`src/rtl/pic_ack_ctrl.sv`:
```
// pic_ack_ctrl - CPU-side interrupt acknowledge sequencer for the PIC.
//
// Raises the CPU interrupt when the PIC asserts int_in and the CPU has
// interrupts enabled. It then runs the acknowledge pulse to the PIC and
// reads the PIC ISR over the register bus. The ISR is priority-encoded
// (bit 0 highest) into an 8-bit vector for the CPU. On end-of-interrupt
// the serviced ISR bit is written back cleared.
//
// Optional feature: define PIC_ACK_TIMEOUT_EN to abandon a request that
// the CPU has not acknowledged within TIMEOUT_CYCLES REQ cycles.
//
// Ports:
//   clk, reset    rising-edge clock, synchronous active-high reset
//   int_in        PIC int output
//   intack        acknowledge pulse to PIC (INTACK_CYCLES long)
//   pic_sel       PIC register select (00 OCR, 01 IMR, 10 IRR, 11 ISR)
//   pic_rw        1 = read, 0 = write
//   pic_oe        pic_wdata drives the PIC data bus
//   pic_wdata     write data to PIC
//   pic_rdata     read data from PIC
//   cpu_ie        CPU interrupt enable (sampled in IDLE only)
//   cpu_irq       interrupt request to CPU
//   cpu_ack       CPU acknowledge pulse
//   vector        interrupt vector, {VECTOR_BASE[7:3], idx}
//   vector_valid  vector is valid until vector_taken
//   vector_taken  CPU consumed the vector
//   eoi           CPU end-of-interrupt pulse
//   spurious      current vector is spurious (ISR read as zero)
//   busy          sequencer is not idle
//   timeout       1-cycle pulse when a request times out
module pic_ack_ctrl #(
    parameter logic [7:0]  VECTOR_BASE    = 8'h20,
    parameter int unsigned INTACK_CYCLES  = 2,
    parameter int unsigned RD_WAIT        = 1,
    parameter int unsigned TIMEOUT_CYCLES = 64
) (
    input  logic       clk,
    input  logic       reset,
    input  logic       int_in,
    output logic       intack,
    output logic [1:0] pic_sel,
    output logic       pic_rw,
    output logic       pic_oe,
    output logic [7:0] pic_wdata,
    input  logic [7:0] pic_rdata,
    input  logic       cpu_ie,
    output logic       cpu_irq,
    input  logic       cpu_ack,
    output logic [7:0] vector,
    output logic       vector_valid,
    input  logic       vector_taken,
    input  logic       eoi,
    output logic       spurious,
    output logic       busy,
    output logic       timeout
);

    typedef enum logic [2:0] {
        S_IDLE,
        S_REQ,
        S_ACK,
        S_RD,
        S_VEC,
        S_SVC,
        S_WR
    } state_t;

    state_t     state;
    logic [3:0] cnt;       // shared by ACK and RD phases
    logic [7:0] isr_snap;
    logic [2:0] isr_idx;

    // Lowest set bit of the ISR read data; none_set doubles as the
    // spurious flag and the index then defaults to 3'b111.
    logic       none_set;
    logic [2:0] low_idx;

    always_comb begin
        none_set = 1'b1;
        low_idx  = 3'b111;
        for (int unsigned i = 0; i < 8; i++) begin
            if (none_set && pic_rdata[i]) begin
                none_set = 1'b0;
                low_idx  = 3'(i);
            end
        end
    end

`ifdef PIC_ACK_TIMEOUT_EN
    localparam int unsigned TW = $clog2(TIMEOUT_CYCLES + 1);
    logic [TW-1:0] req_cnt;
`endif

    always_ff @(posedge clk) begin
        if (reset) begin
            state        <= S_IDLE;
            cnt          <= '0;
            isr_snap     <= '0;
            isr_idx      <= '0;
            cpu_irq      <= 1'b0;
            intack       <= 1'b0;
            pic_sel      <= 2'b00;
            pic_rw       <= 1'b1;
            pic_oe       <= 1'b0;
            pic_wdata    <= '0;
            vector       <= '0;
            vector_valid <= 1'b0;
            spurious     <= 1'b0;
            busy         <= 1'b0;
            timeout      <= 1'b0;
`ifdef PIC_ACK_TIMEOUT_EN
            req_cnt      <= '0;
`endif
        end else begin
            timeout <= 1'b0;
            case (state)
                S_IDLE: begin
                    if (int_in && cpu_ie) begin
                        state   <= S_REQ;
                        cpu_irq <= 1'b1;
                        busy    <= 1'b1;
                    end
                end

                S_REQ: begin
`ifdef PIC_ACK_TIMEOUT_EN
                    req_cnt <= req_cnt + 1'b1;
`endif
                    // cpu_ack has priority over a simultaneous withdrawal.
                    if (cpu_ack) begin
                        state   <= S_ACK;
                        cpu_irq <= 1'b0;
                        intack  <= 1'b1;
                        cnt     <= '0;
`ifdef PIC_ACK_TIMEOUT_EN
                        req_cnt <= '0;
`endif
                    end else if (!int_in) begin
                        state   <= S_IDLE;
                        cpu_irq <= 1'b0;
                        busy    <= 1'b0;
`ifdef PIC_ACK_TIMEOUT_EN
                        req_cnt <= '0;
                    end else if (req_cnt == TW'(TIMEOUT_CYCLES - 1)) begin
                        state   <= S_IDLE;
                        cpu_irq <= 1'b0;
                        busy    <= 1'b0;
                        timeout <= 1'b1;
                        req_cnt <= '0;
`endif
                    end
                end

                S_ACK: begin
                    if (cnt == 4'(INTACK_CYCLES - 1)) begin
                        state   <= S_RD;
                        intack  <= 1'b0;
                        pic_sel <= 2'b11;
                        pic_rw  <= 1'b1;
                        cnt     <= '0;
                    end else begin
                        cnt <= cnt + 1'b1;
                    end
                end

                S_RD: begin
                    if (cnt == 4'(RD_WAIT - 1)) begin
                        state        <= S_VEC;
                        pic_sel      <= 2'b00;
                        cnt          <= '0;
                        isr_snap     <= pic_rdata;
                        isr_idx      <= low_idx;
                        vector       <= {VECTOR_BASE[7:3], low_idx};
                        spurious     <= none_set;
                        vector_valid <= 1'b1;
                    end else begin
                        cnt <= cnt + 1'b1;
                    end
                end

                S_VEC: begin
                    if (vector_taken) begin
                        vector_valid <= 1'b0;
                        spurious     <= 1'b0;
                        if (spurious) begin
                            state <= S_IDLE;
                            busy  <= 1'b0;
                        end else begin
                            state <= S_SVC;
                        end
                    end
                end

                S_SVC: begin
                    if (eoi) begin
                        state     <= S_WR;
                        pic_sel   <= 2'b11;
                        pic_rw    <= 1'b0;
                        pic_oe    <= 1'b1;
                        pic_wdata <= isr_snap & ~(8'b1 << isr_idx);
                    end
                end

                S_WR: begin
                    state   <= S_IDLE;
                    pic_sel <= 2'b00;
                    pic_rw  <= 1'b1;
                    pic_oe  <= 1'b0;
                    busy    <= 1'b0;
                end

                default: begin
                    state   <= S_IDLE;
                    cpu_irq <= 1'b0;
                    intack  <= 1'b0;
                    pic_sel <= 2'b00;
                    pic_rw  <= 1'b1;
                    pic_oe  <= 1'b0;
                    busy    <= 1'b0;
                end
            endcase
        end
    end

endmodule

```
`config.mk`:
```
export PLATFORM = sky130hd
export DESIGN_NAME = pic_ack_ctrl
export DESIGN_NICKNAME = d
export VERILOG_FILES = /design/src/rtl/pic_ack_ctrl.sv
export SDC_FILE = /design/constraint.sdc
export NUM_CORES = 1
export LEC_CHECK = 0
export ABC_CLOCK_PERIOD_IN_PS = 4590
export CORE_ASPECT_RATIO = 0.8
export CORE_MARGIN = 3
export CORE_UTILIZATION = 45
export CTS_CLUSTER_DIAMETER = 100
export DETAILED_ROUTE_END_ITERATION = 7
export PLACE_DENSITY = 0.74
export SYNTH_ARGS = -nofsm -noshare
export SYNTH_HDL_FRONTEND = slang
export SYNTH_SLANG_ARGS = --single-unit
```
`constraint.sdc`:
```
create_clock -name clk -period 4.59 [get_ports clk]
set_input_delay 0.918 -clock clk [delete_from_list [all_inputs] [get_ports clk]]
set_output_delay 0.918 -clock clk [all_outputs]
set_load 0.02 [all_outputs]
```
==> results of run 1 <==
state kept, by name, indices dropped and copies added (netlist names):
| signal | cells |
|---|---|
| vector | 2 |
| busy | 1 |
| vector_valid | 1 |
| cpu_irq | 1 |
| pic_wdata | 8 |
| state | 3 |
| pic_rw | 1 |
| isr_idx | 2 |
| spurious | 1 |
| isr_snap | 8 |
| pic_sel | 1 |
| cnt | 4 |
| intack | 1 |
| pic_oe | 1 |
cell usage in the layout (no fill, tap or decap), types with 2 or more instances in the layout:
cell type	n
nor3_1	2
a31oi_1	3
clkbuf_8	5
nor2_1	17
conb_1	5
nor4_1	2
o21ai_0	9
nand3b_1	2
a21oi_1	31
or2_2	2
and2b_1	2
or4_1	2
dfxtp_1	35
nand2b_1	5
ha_1	3
nand3_1	10
clkdlybuf4s50_1	35
mux2i_1	2
inv_1	8
nand2_1	38
a21oi_2	2
area by class of cell:
| class | count | share of cell area, % |
|---|---|---|
| clock buffers | 6 | 3.41 |
| inverters | 8 | 1.41 |
| clock inverters | 1 | 1.41 |
| multi-input cells | 160 | 41.6 |
| well taps | 42 | 2.47 |
| flip-flops and latches | 35 | 32.9 |
| repair buffers | 36 | 16.8 |
cell families (layout without fill, tap and decap cells):
kind of cell    Yosys count  after routing  synth area share, %
compound gates           59             59                 21.1
xor+xnor                  1              1                0.512
fa+ha+maj                 3              3                 2.19
buf+inv                  29             51                 8.19
flops                    35             35                 41.0
mux                       3              3                 1.83
other cells               1              5                0.219
simple gates             89             89                 25.0
worst max-delay path by stage:
stage                     slack, ns        from   endpoint
after floorplan                2.76      int_in   state[0]
after global placement         2.21      int_in   state[0]
after detailed placement       2.15      int_in   state[0]
after CTS                      2.18  isr_idx[0]  vector[0]
after global routing           2.10  isr_idx[0]  vector[0]
final                          2.17  isr_idx[0]  vector[0]
layer usage:
metal  vias up  wire length (um)
met2        46              1500
met5         -                 0
li1        798                 -
met1       707              2050
met3         7               260
met4         0                82
metrics by stage:
stage	instance area [um2]	power, mW	instances	util (%)	hold slack (ns)
2_1_floorplan	1730	0.650	224	-	0.433
4_1_cts	2130	1.00	288	60.1	0.453
3_5_place_dp	2030	0.739	281	57.2	0.445
5_1_grt	2130	1.07	288	60.1	0.474
6_report	2130	1.00	288	60.1	0.449
3_3_place_gp	2030	0.735	281	57.2	0.437
power by group through the flow:
stage	Sequential [mW]	Clock, mW	Combinational (mW)
global placement	0.410	0	0.325
global route	0.414	0.279	0.372
floorplan	0.391	0	0.259
CTS	0.403	0.270	0.331
detailed placement	0.410	0	0.329
finish	0.404	0.266	0.333
==> metrics.md, run 1 <==
| Metric | Value |
|---|---|
| Met2 usage in global routing | `23.9%` |
| DIE HEIGHT | `61.1 um` |
| P per Cell Area | `471 nW/um2` |
| Pint | `0.652 mW` |
| EDFF count, synth | `0` |
| Final WS setup | `2.17 ns` |
| Layout area overhead | `24.4%` |
| HP Class | `register to register` |
| Worst IR Drop VDD | `0.313 mV` |
| Crit end category | `primary output` |
| Hold path endpoint | `pic_wdata[0]` |
| Net Sw Power | `0.350 mW` |
| Fin. Hold Viols | `0` |
| Max Clock Skew | `0.00778 ns` |
| Row Count | `19` |
| Slowest cell delay on critical path | `0.68 ns` |
| DIE AREA | `4580 um2` |
| Layer with the highest usage | `met1` |
| Vias in the first global route | `1330` |
| Worst slew pin tran | `0.686 ns` |
| Outcome | `finished, final reports clean` |
| Max cap viols | `0` |
| Die X | `74.9 um` |
| Highest clock rate | `414 MHz` |
| Worst path depth | `1` |
| Routed vias/inst | `5.41` |
| Root buf cell | `clkbuf_8` |
| Worst Reg2Reg Path Length in Cells | `4` |
| Ys async rst share | `0%` |
| Leak | `0.737 nW` |
| Fillers | `354` |
| DRC | `0` |
| IO buf count | `35` |
| Crit path launch type | `register` |
| Mapped cell area | `1710 um2` |
| Crit Reg-Reg Endpoint | `isr_idx[1]` |
| Top cells by count, synth | `nand2_1, dfxtp_1, a21oi_1` |
| Comb pwr share | `33.2%` |
| Dominant synthesized flop cell | `dfxtp_1` |
| Hold Path Depth | `2` |
| Initial DRC count | `155` |
| Initial antenna violation count | `0` |
| Slew headroom | `54.2%` |
| Number of H-tree levels | `2` |
| R2r startpoint | `state[2]` |
| Synth area leader | `dfxtp_1` |
| Mapped Cells | `220` |
| CP required | `3.67 ns` |
| Area of the multi-input gates | `885 um2` |
| Clock transition at path regs | `0.07 ns` |
| Hpwl dp | `2710 um` |
| Max clock buf depth | `2` |
| Sw Ratio | `34.9%` |
| Most frequent cell after synthesis | `nand2_1` |
| Buffers & Inverters on Critical Path | `1` |
| Cts-stage hold buffer count | `0` |
| Syn_area_per_cell | `7.77 um2` |
| Delay-heaviest family, CP | `buffers and inverters` |
| Reg power frac | `40.3%` |
| Register area | `701 um2` |
| Post-synthesis cell type count | `47` |
| Synth warn | `0` |
| CP Data Arrival Time | `1.50 ns` |
| Tmin final | `2.42 ns` |
| Count of pins over their slew limit | `0` |
| Routed len/inst | `13.5 um` |
| I/O pin total | `41` |
| Layout cells sized above 1 | `6.50%` |
| RSZ-0062 raised after global routing | `no` |
| Synth top area cells | `dfxtp_1, a21oi_1, nand2_1` |
| Gr usage total | `18.7%` |
| Post_cts resized | `0` |
| Initial core utilization | `48.3%` |
| Met1 usage | `28.5%` |
| Largest net degree at the start of global routing | `34` |
| GR Layer Usage met3 | `4.40%` |
| Core area | `3540 um2` |
| Setup WS pre-CTS | `2.15 ns` |
| Clk network pwr share | `26.5%` |
| First drt pass iteration count | `4` |
| Sequential area share after synthesis | `41.0%` |
| # clock sinks | `35` |
| GRT overflow | `0` |
| Post-route ant nets | `0` |
| GPL Wtd Cong | `0.776` |
| CTS Buf Count | `5` |
| Routed wire length | `3890 um` |
| CP Class | `register to primary output` |
| Worst skew pair latency | `0.29 ns` |
| Share of the synthesized area in the top cell type | `41.0%` |
| Hold Startpoint | `pic_wdata[0]` |
| R2R Setup Slk | `2.32 ns` |
| Final cycle utilization of the critical path | `52.6%` |
| Final setup violation count | `0` |
| First-pass GRT wire length | `6330 um` |
| Critical-path cell list | `clkdlybuf4s50_1` |
| Diodes inserted | `0` |
| Total number of vias | `1558` |
| Final nets | `264` |
| Slowest cell on the critical path | `clkdlybuf4s50_1` |
| TritonCTS clock tree | `done` |
| Yosys reg bits | `35` |
| Setup tns final | `0 ns` |
| CP Max Fanout | `10` |
| Setup Fix Bufs, Post-CTS | `0` |
No activity file was read; power rests on OpenSTA's default activity.
==> inputs of run 2 (changes only) <==
--- a/config.mk
+++ b/config.mk
@@ -5,7 +5,7 @@
 export SDC_FILE = /design/constraint.sdc
 export NUM_CORES = 1
 export LEC_CHECK = 0
-export ABC_CLOCK_PERIOD_IN_PS = 4590
+export ABC_CLOCK_PERIOD_IN_PS = 2340
 export CORE_ASPECT_RATIO = 0.8
 export CORE_MARGIN = 3
 export CORE_UTILIZATION = 45
==> constraint.sdc (replaced) <==
create_clock -name clk -period 2.34 [get_ports clk]
set_input_delay 0.468 -clock clk [delete_from_list [all_inputs] [get_ports clk]]
set_output_delay 0.468 -clock clk [all_outputs]
set_load 0.02 [all_outputs]
==> metrics.md, run 2 (synthesis gave the netlist of run 1 again) <==
| Metric | Value |
|---|---|
| CP Max Fanout | `10 (unchanged)` |
| Clk network pwr share | `27.0% (+0.5 points)` |
| Max cap viols | `0 (unchanged)` |
| I/O pin total | `41 (unchanged)` |
| Final Cell Area | `2170 um2 (+1.9%)` |
| Routed wire length | `4010 um (+3.2%)` |
| Diodes inserted | `0 (unchanged)` |
| # clock sinks | `35 (unchanged)` |
| P per Cell Area | `928 nW/um2 (+97%)` |
| Commonest non-fill, non-tap cell in the layout | `nand2_1` |
| Final cycle utilization of the critical path | `83.9%` |
| Initial core utilization | `48.3% (unchanged)` |
| Net Sw Power | `0.711 mW (+100%)` |
| Reg power frac | `37.9% (-2.4 points)` |
| DIE AREA | `4580 um2 (unchanged)` |
| Highest metal used | `met4` |
| Final WS setup | `0.378 ns (-1.80 ns)` |
| IO buf count | `35 (unchanged)` |
| Met2 routed wirelength | `1630 um (+8.7%)` |
| Root buf cell | `clkbuf_8` |
| Highest clock rate | `510 MHz` |
| Setup tns final | `0 ns (unchanged)` |
| First drt pass iteration count | `4 (unchanged)` |
| Layout cells sized above 1 | `8.76% (+2.3 points)` |
| Post-route ant nets | `0 (unchanged)` |
| Max clock buf depth | `2 (unchanged)` |
| Largest net degree at the start of global routing | `17 (-50%)` |
| GPL Wtd Cong | `0.905 (+17%)` |
| Critical-path cell list | `clkdlybuf4s50_1` |
| Routed wire length on met3 | `291 um (+12%)` |
| Total number of vias | `1595 (+2.4%)` |
| Crit end category | `primary output` |
| Crit path launch type | `register` |
| Cts-stage hold buffer count | `0 (unchanged)` |
| DIE HEIGHT | `61.1 um (unchanged)` |
| CP Class | `register to primary output` |
| CP Data Arrival Time | `1.49 ns (about the same)` |
| HP Class | `register to register` |
| Leak | `0.763 nW (+3.6%)` |
| Core area | `3540 um2 (unchanged)` |
| Routed len/inst | `13.7 um (+1.5%)` |
| Pint | `1.30 mW (+100%)` |
| GRT overflow | `0 (unchanged)` |
| Clock transition at path regs | `0.07 ns (about the same)` |
| Comb pwr share | `35.1% (+1.9 points)` |
| DRC | `0 (unchanged)` |
| Final nets | `268 (+1.5%)` |
| CTS Buf Count | `5 (unchanged)` |
| Slowest cell delay on critical path | `0.67 ns (about the same)` |
| Layout area overhead | `26.8%` |
| CP required | `1.87 ns (-1.80 ns)` |
| Hpwl dp | `2910 um (+7.5%)` |
| Sw Ratio | `35.3% (+0.41 points)` |
| Initial antenna violation count | `0 (unchanged)` |
| Outcome | `finished, final reports clean` |
| Delay-heaviest family, CP | `buffers and inverters` |
| Vias in the first global route | `1360 (+2.3%)` |
| Max Clock Skew | `0.00524 ns (-0.00253 ns)` |
| Setup WS pre-CTS | `0.380 ns (-1.77 ns)` |
| Worst skew pair latency | `0.29 ns (about the same)` |
| Worst IR Drop VDD | `0.636 mV (+100%)` |
| Setup Fix Bufs, Post-CTS | `0 (unchanged)` |
| Tmin final | `1.96 ns` |
| Routed vias/inst | `5.44 (+0.63%)` |
| First-pass GRT wire length | `6460 um (+2.0%)` |
| Fin. Hold Viols | `0 (unchanged)` |
| Row Count | `19 (unchanged)` |
| Post_cts resized | `0 (unchanged)` |
| Largest registers | `isr_snap x8, pic_wdata x8, cnt x4` |
| Count of pins over their slew limit | `0 (unchanged)` |
| Most frequent cells in the layout | `nand2_1, dfxtp_1, clkdlybuf4s50_1, a21oi_1, nor2_1` |
| Gr usage total | `18.7% (+0.088 points)` |
| Buffers & Inverters on Critical Path | `1 (unchanged)` |
| TritonCTS clock tree | `done` |
| RSZ-0062 raised after global routing | `no` |
| Wire length on met1 | `2040 um (-0.15%)` |
| Number of H-tree levels | `2 (unchanged)` |
| Post-Place Cell Area | `2060 um2 (+1.5%)` |
| Final setup violation count | `0 (unchanged)` |
| Slowest cell on the critical path | `clkdlybuf4s50_1` |
| Die X | `74.9 um (unchanged)` |
| Initial DRC count | `159 (+2.6%)` |
-- run 2: path summary, 6_finish.rpt --
path / start / to / slack [ns] / cells after the start
worst min-delay path: pic_wdata[1] / pic_wdata[1] / 0.45 / 2
worst min register to register: pic_wdata[1] / pic_wdata[1] / 0.45 / 2
worst max-delay path: isr_idx[1] / vector[1] / 0.38 / 1
worst max register to register: cnt[0] / pic_sel[0] / 0.55 / 6
-- run 2: layout make-up --
type,instances,area (um2)
Clock buffer,5,68.8
Clock inverter,3,43.8
Fill cell,334,1370
Inverter,8,30.0
Multi-Input combinational cell,160,885
Sequential cell,35,701
Tap cell,42,52.6
Timing Repair Buffer,40,388
-- run 2: routing by layer --
metal | up-vias | global-route usage (%)
li1 | 809 | -
met1 | 717 | 28.2
met2 | 62 | 25.4
met3 | 7 | 4.89
met4 | 0 | 6.85
met5 | - | 0
-- run 2: tightest hold or removal path: cells and delay by family (launching register included) --
kind / cells / cell delay, ns
compound gates: 1 / 0.05
flops: 1 / 0.31
simple gates: 1 / 0.05
-- run 2: metrics by stage --
stage	utilization, %	power [mW]	hold WS (ns)	instances
after floorplan	-	1.27	0.433	224
after global placement	58.0	1.47	0.437	285
after detailed placement	58.0	1.47	0.444	285
after CTS	61.2	2.01	0.453	293
after global routing	61.2	2.13	0.473	293
final	61.2	2.01	0.449	293
-- run 2: power groups by stage --
stage,registers [mW],clock network [mW],logic (mW)
after floorplan,0.767,0,0.507
after global placement,0.776,0,0.691
after detailed placement,0.775,0,0.696
after CTS,0.763,0.548,0.702
after global routing,0.779,0.574,0.780
final,0.763,0.543,0.706
==> inputs of run 3 (changes only) <==
==> config.mk (replaced) <==
export PLATFORM = sky130hd
export DESIGN_NAME = pic_ack_ctrl
export DESIGN_NICKNAME = d
export VERILOG_FILES = /design/src/rtl/pic_ack_ctrl.sv
export SDC_FILE = /design/constraint.sdc
export NUM_CORES = 1
export LEC_CHECK = 0
export ABC_CLOCK_PERIOD_IN_PS = 1800
export CORE_ASPECT_RATIO = 0.8
export CORE_MARGIN = 3
export CORE_UTILIZATION = 44
export CTS_CLUSTER_DIAMETER = 100
export DETAILED_ROUTE_END_ITERATION = 7
export PLACE_DENSITY = 0.75
export SYNTH_ARGS = -nofsm -noshare
export SYNTH_HDL_FRONTEND = slang
export SYNTH_SLANG_ARGS = --single-unit
==> constraint.sdc (replaced) <==
create_clock -name clk -period 1.8 [get_ports clk]
set_input_delay 0.36 -clock clk [delete_from_list [all_inputs] [get_ports clk]]
set_output_delay 0.36 -clock clk [all_outputs]
set_load 0.02 [all_outputs]
==> metrics.md, run 3 (synthesis gave the netlist of run 1 again) <==
| Metric | Value |
|---|---|
| DIE AREA | `4680 um2 (+2.1%)` |
| HP Class | `register to register` |
| Die X | `75.7 um (+1.0%)` |
| Post-route ant nets | `0 (unchanged)` |
| Gr usage total | `19.5% (+0.74 points)` |
| Routed vias/inst | `5.22 (-4.1%)` |
| Layout cells sized above 1 | `13.7% (+4.9 points)` |
| Routed wire length | `4270 um (+6.3%)` |
| Final setup violation count | `0 (unchanged)` |
| Wire length on met1 | `2110 um (+3.4%)` |
| Outcome | `finished, final reports clean` |
| Initial antenna violation count | `0 (unchanged)` |
| CP required | `1.97 ns (+0.10 ns)` |
| Setup tns final | `0 ns (unchanged)` |
| Final Cell Area | `2300 um2 (+5.9%)` |
| Max clock buf depth | `2 (unchanged)` |
| CP Class | `register to register` |
| Crit end category | `register` |
| Highest clock rate | `583 MHz` |
| CP Max Fanout | `4 (-6)` |
| Total number of vias | `1644 (+3.1%)` |
| RSZ-0062 raised after global routing | `no` |
| Crit path launch type | `register` |
| Fin. Hold Viols | `0 (unchanged)` |
| GRT overflow | `0 (unchanged)` |
| Root buf cell | `clkbuf_8` |
| P per Cell Area | `1190 nW/um2 (+28%)` |
| Number of H-tree levels | `2 (unchanged)` |
| Initial core utilization | `47.6% (-0.64 points)` |
| CP Data Arrival Time | `1.89 ns (+0.40 ns)` |
| Final nets | `281 (+4.9%)` |
| Clock transition at path regs | `0.07 ns (about the same)` |
| TritonCTS clock tree | `done` |
| Fin Hold WS | `0.451 ns (+0.00212 ns)` |
| IO buf count | `35 (unchanged)` |
| Vias in the first global route | `1486 (+9.3%)` |
| Met2 routed wirelength | `1840 um (+13%)` |
| DRC | `0 (unchanged)` |
| Tmin final | `1.72 ns` |
| Core area | `3590 um2 (+1.3%)` |
| Routed len/inst | `13.5 um (-1.1%)` |
| I/O pin total | `41 (unchanged)` |
| Hold Path Depth | `2 (unchanged)` |
| Initial DRC count | `147 (-7.5%)` |
| Cts-stage hold buffer count | `0 (unchanged)` |
| Routed wire length on met3 | `270 um (-7.2%)` |
| Hpwl dp | `3040 um (+4.5%)` |
| # clock sinks | `35 (unchanged)` |
| First-pass GRT wire length | `6890 um (+6.7%)` |
| Hold Startpoint | `pic_wdata[4]` |
| GPL Wtd Cong | `0.893 (-1.3%)` |
| Largest net degree at the start of global routing | `31 (+14)` |
| Max Clock Skew | `0.00754 ns (+0.00229 ns)` |
| Worst Reg2Reg Path Length in Cells | `6 (unchanged)` |
| Crit path from | `cnt[1]` |
| Row Count | `19 (unchanged)` |
| Post-route core utilization | `64.0% (+2.8 points)` |
| Commonest non-fill, non-tap cell in the layout | `nand2_1` |
| DIE HEIGHT | `61.8 um (+1.0%)` |
| Most frequent cells in the layout | `nand2_1, dfxtp_1, clkdlybuf4s50_1, a21oi_1` |
| Highest metal used | `met4` |
| Final cycle utilization of the critical path | `95.3%` |
| Worst IR Drop VDD | `0.786 mV (+24%)` |
| Layout area overhead | `34.3%` |
| Setup Fix Bufs, Post-CTS | `0 (unchanged)` |
| Largest registers | `isr_snap x8, pic_wdata x8, cnt x4` |
| Placed instance count | `308 (+8.1%)` |
| Worst skew pair latency | `0.28 ns (about the same)` |
| Count of pins over their slew limit | `0 (unchanged)` |
| Diodes inserted | `0 (unchanged)` |
| Leak | `0.835 nW (+9.4%)` |
| Finished Layout Cells | `315 (+7.5%)` |
| CTS Buf Count | `5 (unchanged)` |
| R2r startpoint | `cnt[1]` |
| Max cap viols | `0 (unchanged)` |
| First drt pass iteration count | `4 (unchanged)` |
| Post-Place Cell Area | `2180 um2 (+6.0%)` |
[run 3: cell types whose count changed in the layout (fill, tap and decap cells not counted), moves of 2 or more]
| cell | previous run | this run |
|---|---|---|
| a21oi_4 | 0 | 2 |
| a21oi_2 | 2 | 0 |
| clkdlybuf4s50_1 | 35 | 33 |
| buf_4 | 5 | 17 |
| dlygate4sd2_1 | 0 | 2 |
[run 3: worst max-delay path, stage by stage, from the launching register on]
cell and delay (ns):
dfxtp_1 0.34, inv_2 0.07, ha_2 0.17, or4b_4 0.51, a21oi_4 0.18, nand2_1 0.06
a221o_1 0.28
[run 3: per-layer routing]
layer,vias up,global-route usage (%)
met1,739,28.3
met2,61,28.5
met5,-,0
met4,0,4.24
li1,837,-
met3,7,5.79
[run 3: report_power, final]
group | leakage [nW] | internal, mW | switching [mW]
Combinational | 0.500 | 0.491 | 0.593
Sequential | 0.284 | 0.871 | 0.102
Clock | 0.0513 | 0.406 | 0.266
[run 3: final timing paths]
kind / end / slack (ns)
min: pic_wdata[4] / 0.45
max reg2reg: pic_rw / 0.08
min reg2reg: pic_wdata[4] / 0.45
max: pic_rw / 0.08
[run 3: metrics by stage]
step / power (mW) / setup WS (ns)
4_1_cts: 2.69 / 0.0883
5_1_grt: 2.89 / 0.00395
3_3_place_gp: 2.00 / -0.00269
2_1_floorplan: 1.66 / 0.210
3_5_place_dp: 2.02 / -0.0285
6_report: 2.73 / 0.0839
[run 3: what timing repair did]
action / in CTS / in global routing
gates resized for setup: 3 / 4
pin swaps: 0 / 0
endpoints found under the setup margin: 3 / 4
[run 3: area by class of cell]
cell class	instances	area [um2]
clock buffer	6	72.6
clock inverter	1	30.0
fill	328	1290
inverter	8	30.0
multi-input combinational	160	902
sequential	35	702
tap	52	65.1
timing repair buffer	53	495
==> RTL change: new RTL, config.mk and constraints of run 3 <==
The 7 states of `state_t` get a one-hot encoding in 7 bits.
--- a/src/rtl/pic_ack_ctrl.sv
+++ b/src/rtl/pic_ack_ctrl.sv
@@ -56,12 +56,12 @@
 );
 
-    typedef enum logic [2:0] {
-        S_IDLE,
-        S_REQ,
-        S_ACK,
-        S_RD,
-        S_VEC,
-        S_SVC,
-        S_WR
+    typedef enum logic [6:0] {
+        S_IDLE = 7'b0000001,
+        S_REQ  = 7'b0000010,
+        S_ACK  = 7'b0000100,
+        S_RD   = 7'b0001000,
+        S_VEC  = 7'b0010000,
+        S_SVC  = 7'b0100000,
+        S_WR   = 7'b1000000
     } state_t;
 
Behaviour: same outputs for any inputs over 10 cycles, from zero or initial values and one cycle with reset high; not proved beyond that.
==> RTL change against run 3 <==
The flow now finishes with violations (negative setup slack). Critical path depth stayed put. Cell count increased by 23%. Area after synthesis up 18%. Count of clock-buffer cells in the layout unchanged. Total power fell by 5.4%. Routed wire length increased by 53%. Worst setup slack lost 0.44 ns. Clock power grew 13%. Final area rose by 36%. Sequential cell count rose by 4. Largest cell class unchanged. Largest power group is now registers.
==> RTL change: results (changes against run 3) <==
INFO  metric run_status = complete, but fails checks (was finished clean)
INFO  metric failed_checks = negative setup slack
INFO  metric synth-seq-area-share = 38.59% (was 40.97%)
INFO  metric drive_gt1_share = 31.93% (was 13.69%)
INFO  metric netlist.area_leader.share = 38.59% (was 40.97%)
INFO  metric final_net_count = 349 (was 281)
INFO  metric cp_max_fo = 14 (was 4)
INFO  metric largestRegisters = isr_snap x8, pic_wdata x8, state x7 (was isr_snap x8, pic_wdata x8, cnt x4)
INFO  metric synth_compound_gate_area_share = 20.90% (was 21.07%)
INFO  metric detail_route.iter0.violations = 250 (was 147)
INFO  metric yosysUniqueCellTypes = 51 (was 47)
INFO  metric cp_data_arrival_time = 2.34 ns (was 1.89 ns)
INFO  metric grt_start_max_net_pins = 26 (was 31)
INFO  metric first_pass_grt_wire_length = 9811 µm (was 6893 µm)
INFO  metric netlist_top_cells_area = sky130_fd_sc_hd__dfxtp_1 39%, sky130_fd_sc_hd__mux2i_1 5.4%, sky130_fd_sc_hd__a21oi_1 5.2% (was sky130_fd_sc_hd__dfxtp_1 41%, sky130_fd_sc_hd__a21oi_1 9.1%, sky130_fd_sc_hd__nand2_1 8.3%)
INFO  metric groute.usage.overall = 23.58% (was 19.48%)
INFO  metric gr-usage-met1 = 32.45% (was 28.35%)
INFO  metric first_global_vias = 2,028 (was 1,486)
INFO  metric dpl_hpwl = 4221 µm (was 3042 µm)
INFO  metric timing.setup.tns = -5.756 ns (was 0 ns)
INFO  metric timing.final.ws_setup = -0.3603 ns (was 0.08386 ns)
INFO  metric worst_skew_pair.late_latency = 0.30 ns (was 0.28 ns)
INFO  metric gp_congestion = 0.9596 (was 0.8927)
INFO  metric fin_worst_skew = 0.004476 ns (was 0.007538 ns)
INFO  metric finalSetupViolations = 27 (was 0)
## RTL change: metrics by stage
| stage | power [mW] | setup slack, ns | cell area [µm²] | hold slack, ns | std cells |
|---|---|---|---|---|---|
| CTS | 2.492 | -0.3399 | 2992 | 0.4639 | 383 |
| detailed placement | 1.693 | -0.3284 | 2786 | 0.4533 | 373 |
| floorplan | 1.345 | -0.4719 | 2044 | 0.4472 | 244 |
| global route | 2.690 | -0.4093 | 3122 | 0.4791 | 389 |
| finish | 2.583 | -0.3603 | 3122 | 0.4558 | 389 |
| global placement | 1.679 | -0.2804 | 2786 | 0.4399 | 373 |
## RTL change: worst paths after layout
kind | startpoint | endpoint | slack [ns] | cells after the start
setup / recovery | state[1]$_SDFFE_PP0P_ | vector[2]$_SDFFE_PP0P_ | -0.36 | 6
hold / removal | pic_wdata[7]$_SDFFE_PP0P_ | pic_wdata[7]$_SDFFE_PP0P_ | 0.46 | 2
setup reg to reg | state[1]$_SDFFE_PP0P_ | vector[2]$_SDFFE_PP0P_ | -0.36 | 6
hold reg to reg | pic_wdata[7]$_SDFFE_PP0P_ | pic_wdata[7]$_SDFFE_PP0P_ | 0.46 | 2
## RTL change: final cells by class
cell class / count / share of cell area, %
Multi-Input combinational cell: 178 / 40.48
Timing Repair Buffer: 98 / 27.21
Sequential cell: 39 / 25.17
Clock buffer: 6 / 2.645
Tap cell: 57 / 2.285
Clock inverter: 2 / 1.122
Inverter: 9 / 1.082
## RTL change: repair_timing
item                       CTS  global route
pin swaps                    7             5
buffers inserted             3             7
setup endpoints to repair   27            33
gates resized for setup     20            23
hold buffers                 0             0
## RTL change: power breakdown
group / internal (mW) / switching [mW] / total (mW) / leakage (nW)
clock: 0.448 / 0.312 / 0.761 / 0.0612
sequential: 0.914 / 0.0312 / 0.946 / 0.317
combinational: 0.420 / 0.456 / 0.876 / 0.804
total: 1.78 / 0.799 / 2.58 / 1.18
## RTL change: layer usage
metal | part of all wire, % | wire length, µm | vias up
li1 | - | - | 1043
met1 | 44 | 2850 | 1050
met2 | 47 | 3036 | 119
met3 | 7.2 | 468 | 23
met4 | 2.6 | 168 | 0
met5 | 0 | 0 | -
## RTL change: cells by family after synthesis
group                      after synthesis
AOI/OAI and AO/OA                       61
muxes                                   11
other                                    1
buffers and inverters                   27
xor gates and xnor gates                 4
and+or+nand+nor                         94
DFF                                     39
adders and majority gates                3
## RTL change: worst max-delay path, cell delays in order (launching register included)
cell and delay, ns:
sky130_fd_sc_hd__dfxtp_2 0.33, sky130_fd_sc_hd__or4_4 0.53, sky130_fd_sc_hd__or3_4 0.42, sky130_fd_sc_hd__nor4b_4 0.30, sky130_fd_sc_hd__buf_12 0.20, sky130_fd_sc_hd__mux2i_1 0.21
sky130_fd_sc_hd__nor2_1 0.06
